==> src/rtl/vid_arb_pkg.sv <==
// vid_arb_pkg: shared types for the video memory arbiter.
//   - requester id enum (text / action / background layer fetchers)
//   - NumReq, FSM state typedef, tag struct {id, len} stored per outstanding command
//   - small helpers for round-robin stepping and one-hot decode
package vid_arb_pkg;

  localparam int NumReq = 3;

  typedef enum logic [1:0] {
    ReqText   = 2'd0,
    ReqAction = 2'd1,
    ReqBack   = 2'd2
  } req_id_e;

  typedef enum logic {
    StIdle = 1'b0,
    StCmd  = 1'b1
  } arb_state_e;

  typedef struct packed {
    req_id_e    id;
    logic [7:0] len;
  } tag_t;

  localparam int TagWidth = $bits(tag_t);

  // (base + k) mod 3, for k in 0..2
  function automatic req_id_e rr_step(input req_id_e base, input logic [1:0] k);
    logic [2:0] s;
    s = {1'b0, base} + {1'b0, k};
    if (s >= 3'd3) s = s - 3'd3;
    return req_id_e'(s[1:0]);
  endfunction

  function automatic logic [NumReq-1:0] id_onehot(input req_id_e id);
    logic [NumReq-1:0] oh;
    oh = '0;
    oh[id] = 1'b1;
    return oh;
  endfunction

endpackage

==> src/rtl/vid_arb_tag_fifo.sv <==
// vid_arb_tag_fifo: synchronous FIFO holding one tag per outstanding memory
// command. Head entry is visible on pop_data whenever empty is low.
// Ports:
//   clk, srst            clock and synchronous active-high reset
//   push, push_data      write an entry (ignored when full)
//   pop                  drop the head entry (ignored when empty)
//   pop_data             current head entry
//   full, empty          occupancy flags
// Depth must be a power of two (>= 2) so the pointers wrap naturally.
module vid_arb_tag_fifo #(
  parameter int Width = 10,
  parameter int Depth = 4
) (
  input  logic             clk,
  input  logic             srst,
  input  logic             push,
  input  logic [Width-1:0] push_data,
  input  logic             pop,
  output logic [Width-1:0] pop_data,
  output logic             full,
  output logic             empty
);

  localparam int AddrW = (Depth > 1) ? $clog2(Depth) : 1;

  logic [Width-1:0] mem_reg [Depth];
  logic [AddrW-1:0] wr_ptr_reg;
  logic [AddrW-1:0] rd_ptr_reg;
  logic [AddrW:0]   count_reg;

  logic push_ok;
  logic pop_ok;

  assign full     = (count_reg == (AddrW + 1)'(Depth));
  assign empty    = (count_reg == '0);
  assign push_ok  = push && !full;
  assign pop_ok   = pop && !empty;
  assign pop_data = mem_reg[rd_ptr_reg];

  // Storage has no reset; entries are only observed while non-empty.
  always_ff @(posedge clk) begin
    if (push_ok) mem_reg[wr_ptr_reg] <= push_data;
  end

  always_ff @(posedge clk) begin
    if (srst) begin
      wr_ptr_reg <= '0;
      rd_ptr_reg <= '0;
      count_reg  <= '0;
    end else begin
      if (push_ok) wr_ptr_reg <= wr_ptr_reg + 1'b1;
      if (pop_ok)  rd_ptr_reg <= rd_ptr_reg + 1'b1;
      case ({push_ok, pop_ok})
        2'b10:   count_reg <= count_reg + 1'b1;
        2'b01:   count_reg <= count_reg - 1'b1;
        default: count_reg <= count_reg;
      endcase
    end
  end

endmodule

==> src/rtl/vid_mem_arbiter.sv <==
// vid_mem_arbiter: round-robin arbiter between three layer fetchers (text,
// action, background) sharing one burst-read memory port. Each accepted
// command pushes {id, len} into a tag FIFO; in-order read beats are routed
// back to the owner of the head tag with one cycle of latency.
// Ports:
//   vid_clk, vid_reset                 clock, synchronous active-high reset
//   frame_start_strobe                 restarts round-robin at requester 0
//   req_valid/req_addr/req_len         per-requester burst requests (len = beats-1)
//   req_ready                          one-cycle acceptance pulse per requester
//   mem_cmd_valid/addr/len, mem_cmd_ready   memory command handshake
//   mem_rd_valid, mem_rd_data          read-data beats from memory
//   rd_valid, rd_data, rd_last         routed beats (registered)
//   err_unexpected_rd                  sticky: beat arrived with nothing outstanding
// Optional feature macro VID_ARB_STATS_EN adds grant_count (3 x 16-bit,
// saturating per-requester accepted-command counters, cleared each frame).
module vid_mem_arbiter
  import vid_arb_pkg::*;
#(
  parameter int AddrWidth = 24,
  parameter int DataWidth = 32,
  parameter int TagDepth  = 4
) (
  input  logic                          vid_clk,
  input  logic                          vid_reset,
  input  logic                          frame_start_strobe,
  input  logic [NumReq-1:0]             req_valid,
  input  logic [NumReq*AddrWidth-1:0]   req_addr,
  input  logic [NumReq*8-1:0]           req_len,
  output logic [NumReq-1:0]             req_ready,
  output logic                          mem_cmd_valid,
  output logic [AddrWidth-1:0]          mem_cmd_addr,
  output logic [7:0]                    mem_cmd_len,
  input  logic                          mem_cmd_ready,
  input  logic                          mem_rd_valid,
  input  logic [DataWidth-1:0]          mem_rd_data,
  output logic [NumReq-1:0]             rd_valid,
  output logic [DataWidth-1:0]          rd_data,
  output logic                          rd_last,
  output logic                          err_unexpected_rd
`ifdef VID_ARB_STATS_EN
  ,
  output logic [NumReq*16-1:0]          grant_count
`endif
);

  // Unpacked views of the flattened request buses
  logic [AddrWidth-1:0] req_addr_arr [NumReq];
  logic [7:0]           req_len_arr  [NumReq];

  for (genvar gi = 0; gi < NumReq; gi++) begin : g_unpack
    assign req_addr_arr[gi] = req_addr[gi*AddrWidth +: AddrWidth];
    assign req_len_arr[gi]  = req_len[gi*8 +: 8];
  end

  // ---------------- command side ----------------
  arb_state_e           state_reg;
  req_id_e              rr_ptr_reg;     // highest-priority requester
  req_id_e              win_id_reg;
  logic [AddrWidth-1:0] cmd_addr_reg;
  logic [7:0]           cmd_len_reg;

  logic              grant_any;
  req_id_e           winner;
  req_id_e           cand;
  logic              cmd_accept;
  logic [NumReq-1:0] win_onehot;

  logic                fifo_full;
  logic                fifo_empty;
  logic [TagWidth-1:0] fifo_head_raw;
  tag_t                head;
  tag_t                push_tag;
  logic                pop;

  // Scan from lowest to highest priority so the highest-priority valid
  // requester is the last to write winner.
  always_comb begin
    grant_any = 1'b0;
    winner    = ReqText;
    cand      = ReqText;
    for (int k = NumReq - 1; k >= 0; k--) begin
      cand = rr_step(rr_ptr_reg, 2'(k));
      if (req_valid[cand]) begin
        grant_any = 1'b1;
        winner    = cand;
      end
    end
  end

  assign mem_cmd_valid = (state_reg == StCmd);
  assign mem_cmd_addr  = cmd_addr_reg;
  assign mem_cmd_len   = cmd_len_reg;
  assign cmd_accept    = mem_cmd_valid && mem_cmd_ready;
  assign win_onehot    = id_onehot(win_id_reg);
  assign req_ready     = cmd_accept ? win_onehot : '0;

  always_ff @(posedge vid_clk) begin
    if (vid_reset) begin
      state_reg    <= StIdle;
      rr_ptr_reg   <= ReqText;
      win_id_reg   <= ReqText;
      cmd_addr_reg <= '0;
      cmd_len_reg  <= '0;
    end else begin
      case (state_reg)
        StIdle: begin
          // Grant only while a tag slot is free; the push happens on accept.
          if (grant_any && !fifo_full) begin
            state_reg    <= StCmd;
            win_id_reg   <= winner;
            cmd_addr_reg <= req_addr_arr[winner];
            cmd_len_reg  <= req_len_arr[winner];
            rr_ptr_reg   <= rr_step(winner, 2'd1);
          end
        end
        StCmd: begin
          if (mem_cmd_ready) state_reg <= StIdle;
        end
        default: state_reg <= StIdle;
      endcase
      // Frame start overrides any pointer update from a grant this cycle.
      if (frame_start_strobe) rr_ptr_reg <= ReqText;
    end
  end

  // ---------------- tag FIFO ----------------
  assign push_tag = '{id: win_id_reg, len: cmd_len_reg};
  assign head     = tag_t'(fifo_head_raw);

  vid_arb_tag_fifo #(
    .Width (TagWidth),
    .Depth (TagDepth)
  ) u_tag_fifo (
    .clk       (vid_clk),
    .srst      (vid_reset),
    .push      (cmd_accept),
    .push_data (push_tag),
    .pop       (pop),
    .pop_data  (fifo_head_raw),
    .full      (fifo_full),
    .empty     (fifo_empty)
  );

  // ---------------- read-data routing ----------------
  logic [NumReq-1:0]    rd_valid_reg;
  logic [DataWidth-1:0] rd_data_reg;
  logic                 rd_last_reg;
  logic [7:0]           beat_cnt_reg;
  logic                 err_reg;
  logic                 beat_ok;

  assign beat_ok = mem_rd_valid && !fifo_empty;
  assign pop     = beat_ok && (beat_cnt_reg == head.len);

  always_ff @(posedge vid_clk) begin
    if (vid_reset) begin
      rd_valid_reg <= '0;
      rd_data_reg  <= '0;
      rd_last_reg  <= 1'b0;
      beat_cnt_reg <= '0;
      err_reg      <= 1'b0;
    end else begin
      rd_valid_reg <= beat_ok ? id_onehot(head.id) : '0;
      rd_last_reg  <= pop;
      if (beat_ok) rd_data_reg <= mem_rd_data;
      if (pop)          beat_cnt_reg <= '0;
      else if (beat_ok) beat_cnt_reg <= beat_cnt_reg + 8'd1;
      // A beat with nothing outstanding is dropped and flagged.
      if (mem_rd_valid && fifo_empty) err_reg <= 1'b1;
    end
  end

  assign rd_valid          = rd_valid_reg;
  assign rd_data           = rd_data_reg;
  assign rd_last           = rd_last_reg;
  assign err_unexpected_rd = err_reg;

`ifdef VID_ARB_STATS_EN
  // ---------------- per-requester grant statistics ----------------
  for (genvar gi = 0; gi < NumReq; gi++) begin : g_stats
    logic [15:0] count_reg;
    logic        hit;

    assign hit = cmd_accept && win_onehot[gi];

    always_ff @(posedge vid_clk) begin
      if (vid_reset) begin
        count_reg <= '0;
      end else if (frame_start_strobe) begin
        // A grant coinciding with frame start belongs to the new frame.
        count_reg <= hit ? 16'd1 : 16'd0;
      end else if (hit && (count_reg != 16'hFFFF)) begin
        count_reg <= count_reg + 16'd1;
      end
    end

    assign grant_count[gi*16 +: 16] = count_reg;
  end
`endif

endmodule

==> config.mk <==
export PLATFORM = sky130hd
export DESIGN_NAME = vid_mem_arbiter
export DESIGN_NICKNAME = d
export VERILOG_FILES = /design/src/rtl/vid_arb_pkg.sv /design/src/rtl/vid_arb_tag_fifo.sv /design/src/rtl/vid_mem_arbiter.sv
export SDC_FILE = /design/constraint.sdc
export NUM_CORES = 1
export LEC_CHECK = 0
export CAP_MARGIN = 30
export CORE_MARGIN = 3
export CORE_UTILIZATION = 41
export DETAILED_ROUTE_END_ITERATION = 7
export PLACE_DENSITY = 0.85
export SYNTH_ARGS = -nofsm -noshare
export SYNTH_HDL_FRONTEND = slang
export SYNTH_SLANG_ARGS = --single-unit
==> constraint.sdc <==
create_clock -name vid_clk -period 3 [get_ports vid_clk]
set_clock_uncertainty 0.05 [all_clocks]
set_input_delay 0.45 -clock vid_clk [delete_from_list [all_inputs] [get_ports vid_clk]]
set_output_delay 0.45 -clock vid_clk [all_outputs]
set_load 0.005 [all_outputs]
# ---- Word level (Yosys, flattened, before mapping)
# Memory sizes are Yosys's and may differ from the RTL's. A register that Yosys moved wholly into a read port is not among the register bits.
# Index checks and enable logic that the tools add are counted.
dict set report classes {
  add_sub_neg 12
  n_lt_le_gt_ge 12
  n_eq_ne 4
  muxes 35
  bitwise_logic 3
  reduce_logical 17
}
# cell n
set ops {}
lappend ops {{$bmux 24 s2} 1}
lappend ops {{$mux 24} 2}
lappend ops {{$mux 2} 9}
lappend ops {{$bmux 8 s2} 1}
lappend ops {{$mux 8} 2}
lappend ops {{$lt 2x3->1 const B} 5}
lappend ops {{$mux 1} 12}
lappend ops {{$ge 3x2->1 const B} 3}
lappend ops {{$logic_and 1x1->1} 9}
lappend ops {{$add 8x1->8 const B} 1}
lappend ops {{$eq 8x8->1} 1}
lappend ops {{$sub 2x2->2 const B} 4}
lappend ops {{$add 2x1->3 const B} 2}
lappend ops {{$bmux 1 s2} 3}
lappend ops {{$pmux 3 s2} 1}
lappend ops {{$reduce_or 2->1} 3}
lappend ops {{$add 2x1->2 const B} 2}
lappend ops {{$demux 1 s2} 2}
lappend ops {{$ge 2x1->1 const B} 2}
lappend ops {{$add 2x2->3 const B} 1}
lappend ops {{$add 3x1->3 const B} 1}
lappend ops {{$eq 3x3->1 const B} 1}
lappend ops {{$ge 3x3->1 const B} 1}
lappend ops {{$logic_not 3->1} 1}
lappend ops {{other kinds (11)} 13}
dict set report totals {
  register_bits 89
  mem_bits_rw 40
  inputBits 136
  output_inout_bits 73
  elab_cells 97
  n_memories 1
}
# name words word_bits read_ports rd_clocked_by_memory_dff write_ports line_no
set memory_table {}
lappend memory_table {u_tag_fifo.mem_reg 4 10 1 1 1 vid_arb_tag_fifo.sv:26} ;# logic [Width-1:0] mem_reg [Depth];

# ---- Logic depth before layout (Yosys ltp)
dict set report logic_depth {
  depth_word 12
  depth_mapped 13
  depth_no_buf 11
}

# ---- Cells and area by module
# A second synthesis with hierarchy kept.
dict set report unflattened {
  hier_cells 594
  area_unflattened_um2 6145.9
}
# module instances cells_per_inst area_each_um2 seq_area_each_um2
set modules_own_cells {}
lappend modules_own_cells {vid_mem_arbiter 1 488 4225.3 1641.6}
lappend modules_own_cells {vid_arb_tag_fifo 1 106 1920.6 1381.3}

# ---- Least setup slack after synthesis
# OpenSTA, ideal clock, no wires.
dict set report synth_path {
  kind {flip-flop to flip-flop}
  startpoint {register (tool-made name)}
  endpoint {register u_tag_fifo.count_reg[2]}
  setup_time_ps 70
  arrival_time_ps 2925
  setup_slack_ps -45
  path_stages_with_launch 13
  path_buffers 1
  period_less_slack_ps 3045
  cell_sequence {dfxtp_1 -> buf_6 -> mux2i_1 -> mux2i_1 -> a221oi_1 -> or4_4 -> nor2_2 -> ha_1 -> inv_1 -> fa_1 -> xor2_1 -> or3_1 -> a21oi_1}
}
# element line_no
set synth_lines {}
lappend synth_lines {{end signal: assignment} vid_arb_tag_fifo.sv:54} ;# 2'b10: count_reg <= count_reg + 1'b1;
lappend synth_lines {{end signal: assignment} vid_arb_tag_fifo.sv:55} ;# 2'b01: count_reg <= count_reg - 1'b1;
lappend synth_lines {{end signal: assignment} vid_arb_tag_fifo.sv:56} ;# default: count_reg <= count_reg;
lappend synth_lines {{end: declaration} vid_arb_tag_fifo.sv:29} ;# logic [AddrW:0] count_reg;

==> results.md <==
* **outcome** complete, no violations
* **areal power density over the cells** 551 nW/um^2
* **ordered list of cells on the worst path** mux2i_4 -> mux2i_2 -> a221oi_2 -> or4_4 -> nor2_4 -> ha_4 -> inv_2 -> fa_2 -> xor2_1 -> or3_1 -> a21oi_1
* **Post-Synthesis Cells** 566
* **worst hold path startpoint** rd_data[27]
* **net count of the mapped netlist** 712
* **Worst EP required** 3.30 ns
* **Max Fclk** 340 MHz
* **clock input transition at the sequential cells of the worst setup and hold paths** 0.06 ns
* **total number of clock tree sinks** 131
* **Worst setup EP type** flop
* **met1 track utilization from global routing** 21.8%
* **total power of the final layout** 4830 uW
* **number of port buffers** 208
* **Final Critical Period** 2.94 ns
* **number of cells on the worst hold path** 2
* **die outline height** 125 um
* **# IOs** 209
* **antenna violations before repair** 0
* **total DRC errors in the routed layout** 0
* **leakage power** 0.00328 uW
* **DRT iter0 DRCs** 237
* **Hold Path Sink** rd_data[27]
* **wire length of the first global-routing pass** 24300 um
* **total die area** 15700 um^2
* **H-tree depth** 4
* **largest fanout on the critical path** 5
* **synthesized area per cell** 10.3 um^2
* **Max transition margin** 62.9%
* **final weighted congestion of routability-driven global placement** 0.794
* **number of different library cells in the post-synthesis netlist** 44
* **top cell family by delay on the critical path** simple AND/OR/NAND/NOR gates
* **layout cell share with drive strength beyond 1** 13.3%
* **synth-to-layout area growth** 49.9%
* **wire length after detailed routing** 15000 um
* **sequential share of the synthesized area** 51.6%
* **setup slack after placement** -0.103 ns
* **Final Setup Violations** 0
* **Clock Tree Root** sky130_fd_sc_hd__clkbuf_16
* **number of synthesized register bits** 131
* **met2 track demand over resource** 33.4%
* **x dimension of the die** 125 um
* **global-route usage over all layers** 19.3%
* **final period utilization** 98.0%
* **Congestion Overflow GR** 0
* **arrival time at the worst endpoint** 3.24 ns
* **max-cap viol count** 0
* **startpoint type of the worst setup path** flop
* **flop2flop setup slack** 0.06 ns
* **path type of the worst setup path** flop to flop
* **path depth of the worst reg2reg path** 11
* **Antenna diodes** 0
* **router iterations before antenna repair** 4
* **CTS tree** built
* **Reg2Reg Capture Point** u_tag_fifo.count_reg[2]
* **final hold vios** 0
* **clock latency of the later-clocked register in the worst-skew pair** 0.42 ns
* **Worst-Margin Slew** 0.557 ns
* **placeable core region** 13900 um^2
* **Worst path max stage delay** 0.57 ns
* **average via count per standard cell** 4.99
* **number of nets in the final layout** 917
* **smallest setup slack after layout** 0.0588 ns
* **flip-flop count of the largest register after layout** 40
* **unrepaired setup endpoints after global routing** yes
* **Worst path depth** 11
* **buffer depth of the longest clock path** 2
* **worst min-delay path category** flop to flop
* **standard-cell rows** 43
* **slowest stage cell, crit path** sky130_fd_sc_hd__or4_4
* **final slew viol count** 0
* **number of warnings issued by yosys** 0
* **TritonCTS Buffers** 17
* **number of antenna-violating nets in the routed design** 0
* **vias in the first global route** 4855
* **detailed placer's ending HPWL** 10900 um
* **met3 usage** 7.30%
* **total of fill cells in the finished design** 1094
* **post-synthesis cell area** 5850 um^2
* **most congested layer reported by global routing** met2
* **worst voltage drop across the vdd grid** 0.000418 V
* **via count** 4809
* **maximum number of pins on one net before global-route repair** 49
* **average detailed-routed wire length per instance** 15.6 um
* **initial standard-cell utilization of the core** 42.0%
* **count of buffering cells on the critical path with inverters included** 1
## per-layer routing
| metal | share of wire [%] | routed length [um] |
|---|---|---|
| met5 | 0 | 0 |
| met4 | 1.2 | 187 |
| met3 | 9.0 | 1360 |
| met2 | 50 | 7590 |
| met1 | 39 | 5910 |
## Yosys cell counts
| cell type | count | area share [%] |
|---|---|---|
| sky130_fd_sc_hd__o21a_1 | 1 | 0.13 |
| sky130_fd_sc_hd__mux2_2 | 40 | 7.7 |
| sky130_fd_sc_hd__nand3_1 | 2 | 0.17 |
| sky130_fd_sc_hd__a211oi_1 | 1 | 0.13 |
| sky130_fd_sc_hd__nand2b_1 | 5 | 0.53 |
| sky130_fd_sc_hd__nor3b_1 | 2 | 0.26 |
| sky130_fd_sc_hd__xnor2_1 | 7 | 1.0 |
| sky130_fd_sc_hd__a311oi_1 | 1 | 0.15 |
| sky130_fd_sc_hd__mux2i_1 | 50 | 8.6 |
| sky130_fd_sc_hd__inv_1 | 16 | 1.0 |
| sky130_fd_sc_hd__mux4_2 | 4 | 1.5 |
| sky130_fd_sc_hd__o211a_1 | 2 | 0.34 |
| sky130_fd_sc_hd__buf_4 | 10 | 1.3 |
| sky130_fd_sc_hd__dfxtp_1 | 91 | 31 |
| sky130_fd_sc_hd__buf_2 | 3 | 0.26 |
| sky130_fd_sc_hd__buf_1 | 5 | 0.32 |
| sky130_fd_sc_hd__nand2_1 | 110 | 7.1 |
| sky130_fd_sc_hd__nor2_1 | 25 | 1.6 |
| sky130_fd_sc_hd__or4_4 | 1 | 0.19 |
| sky130_fd_sc_hd__o22ai_1 | 32 | 3.4 |
| sky130_fd_sc_hd__a221oi_1 | 4 | 0.60 |
| sky130_fd_sc_hd__and3_1 | 3 | 0.32 |
| sky130_fd_sc_hd__o31a_1 | 2 | 0.30 |
| sky130_fd_sc_hd__nor4b_1 | 1 | 0.15 |
| sky130_fd_sc_hd__and2_1 | 5 | 0.53 |
| sky130_fd_sc_hd__edfxtp_1 | 40 | 21 |
| sky130_fd_sc_hd__xor2_1 | 7 | 1.0 |
| sky130_fd_sc_hd__o31ai_1 | 1 | 0.13 |
| sky130_fd_sc_hd__ha_1 | 9 | 1.9 |
| sky130_fd_sc_hd__clkinv_1 | 1 | 0.064 |
| sky130_fd_sc_hd__maj3_1 | 2 | 0.34 |
| sky130_fd_sc_hd__o21ai_1 | 1 | 0.085 |
| sky130_fd_sc_hd__or3_1 | 1 | 0.11 |
| sky130_fd_sc_hd__nor2_2 | 1 | 0.11 |
| sky130_fd_sc_hd__a21oi_1 | 40 | 3.4 |
| sky130_fd_sc_hd__fa_1 | 1 | 0.34 |
| sky130_fd_sc_hd__nor2b_1 | 2 | 0.21 |
| sky130_fd_sc_hd__nand4_1 | 3 | 0.32 |
| sky130_fd_sc_hd__buf_6 | 1 | 0.19 |
| sky130_fd_sc_hd__nor4_1 | 2 | 0.21 |
| sky130_fd_sc_hd__o21ai_0 | 2 | 0.17 |
| sky130_fd_sc_hd__nor3_1 | 6 | 0.51 |
| sky130_fd_sc_hd__o221ai_1 | 1 | 0.15 |
| sky130_fd_sc_hd__clkbuf_1 | 22 | 1.4 |
## area by class of cell
class	count	area, um^2	area share [%]
Timing Repair Buffer	227	2260	25.7
Multi-Input combinational cell	377	2630	30.0
Tap cell	180	225	2.57
Clock buffer	20	457	5.21
Clock inverter	12	113	1.28
Sequential cell	131	3030	34.5
Inverter	17	63.8	0.727
## logic make-up after synthesis
family / Yosys count / synth area share, %
DFF: 131 / 51.6
buffers and inverters: 58 / 4.55
adders and majority gates: 12 / 2.61
and+or+nand+nor: 169 / 12.3
muxes: 94 / 17.8
AOI/OAI and AO/OA: 88 / 9.02
xor gates and xnor gates: 14 / 2.09
## worst min-delay path, cell delays in order, from the launching register on
cell	delay (ns)
sky130_fd_sc_hd__dfxtp_1	0.30
sky130_fd_sc_hd__nand2_1	0.05
sky130_fd_sc_hd__a21oi_1	0.05
## report_power, final
group | leakage, uW | total [uW] | internal (uW) | switching [uW]
Sequential | 0.00111 | 2020 | 1950 | 77.1
Clock | 0.000272 | 1980 | 1250 | 735
Combinational | 0.00190 | 827 | 497 | 330
## how the worst max path moves through the flow
| stage | startpoint | to | slack [ns] |
|---|---|---|---|
| floorplan | flop | u_tag_fifo.count_reg[2] | 0.002 |
| global placement | flop | u_tag_fifo.count_reg[2] | -0.08 |
| detailed placement | flop | u_tag_fifo.count_reg[2] | -0.10 |
| CTS | flop | u_tag_fifo.count_reg[2] | 0.008 |
| global route | flop | u_tag_fifo.count_reg[2] | -0.07 |
| finish | flop | u_tag_fifo.count_reg[2] | 0.06 |
## cells in the final DEF, fill, tap and decap left out, types with 3 or more instances in the layout
cell type,n
sky130_fd_sc_hd__a221oi_1,3
sky130_fd_sc_hd__buf_12,3
sky130_fd_sc_hd__and3_1,3
sky130_fd_sc_hd__and2_1,5
sky130_fd_sc_hd__nor3_1,6
sky130_fd_sc_hd__o22ai_1,32
sky130_fd_sc_hd__nand4_1,3
sky130_fd_sc_hd__edfxtp_1,40
sky130_fd_sc_hd__xor2_1,7
sky130_fd_sc_hd__nand2_1,109
sky130_fd_sc_hd__inv_1,15
sky130_fd_sc_hd__ha_1,8
sky130_fd_sc_hd__mux4_2,4
sky130_fd_sc_hd__dfxtp_1,89
sky130_fd_sc_hd__buf_4,16
sky130_fd_sc_hd__clkinvlp_4,3
sky130_fd_sc_hd__nand2b_1,5
sky130_fd_sc_hd__mux2_2,40
sky130_fd_sc_hd__clkdlybuf4s50_1,207
sky130_fd_sc_hd__clkbuf_16,17
sky130_fd_sc_hd__nor2_1,25
sky130_fd_sc_hd__clkinv_2,3
sky130_fd_sc_hd__clkinv_1,5
sky130_fd_sc_hd__mux2i_1,47
sky130_fd_sc_hd__a21oi_1,40
sky130_fd_sc_hd__xnor2_1,7
## through the flow
| step | setup TNS, ns | area [um^2] | cells | util (%) | hold slack [ns] |
|---|---|---|---|---|---|
| 4_1_cts | 0 | 8730 | 963 | 62.6 | 0.404 |
| 2_1_floorplan | 0 | 5860 | 566 | - | 0.403 |
| 3_3_place_gp | -0.0783 | 8150 | 931 | 58.5 | 0.391 |
| 3_5_place_dp | -0.103 | 8150 | 931 | 58.5 | 0.396 |
| 6_report | 0 | 8770 | 964 | 63.0 | 0.401 |
| 5_1_grt | -0.0717 | 8770 | 964 | 63.0 | 0.425 |
## repair_timing
item | CTS | global route
gates resized for setup | 3 | 8
hold buffers | 0 | 0
setup buffers | 0 | 1
hold endpoints to repair | 0 | 0
endpoints found under the setup margin | 1 | 2
pin swaps | 0 | 3
Power figures use the tool's default switching activity.
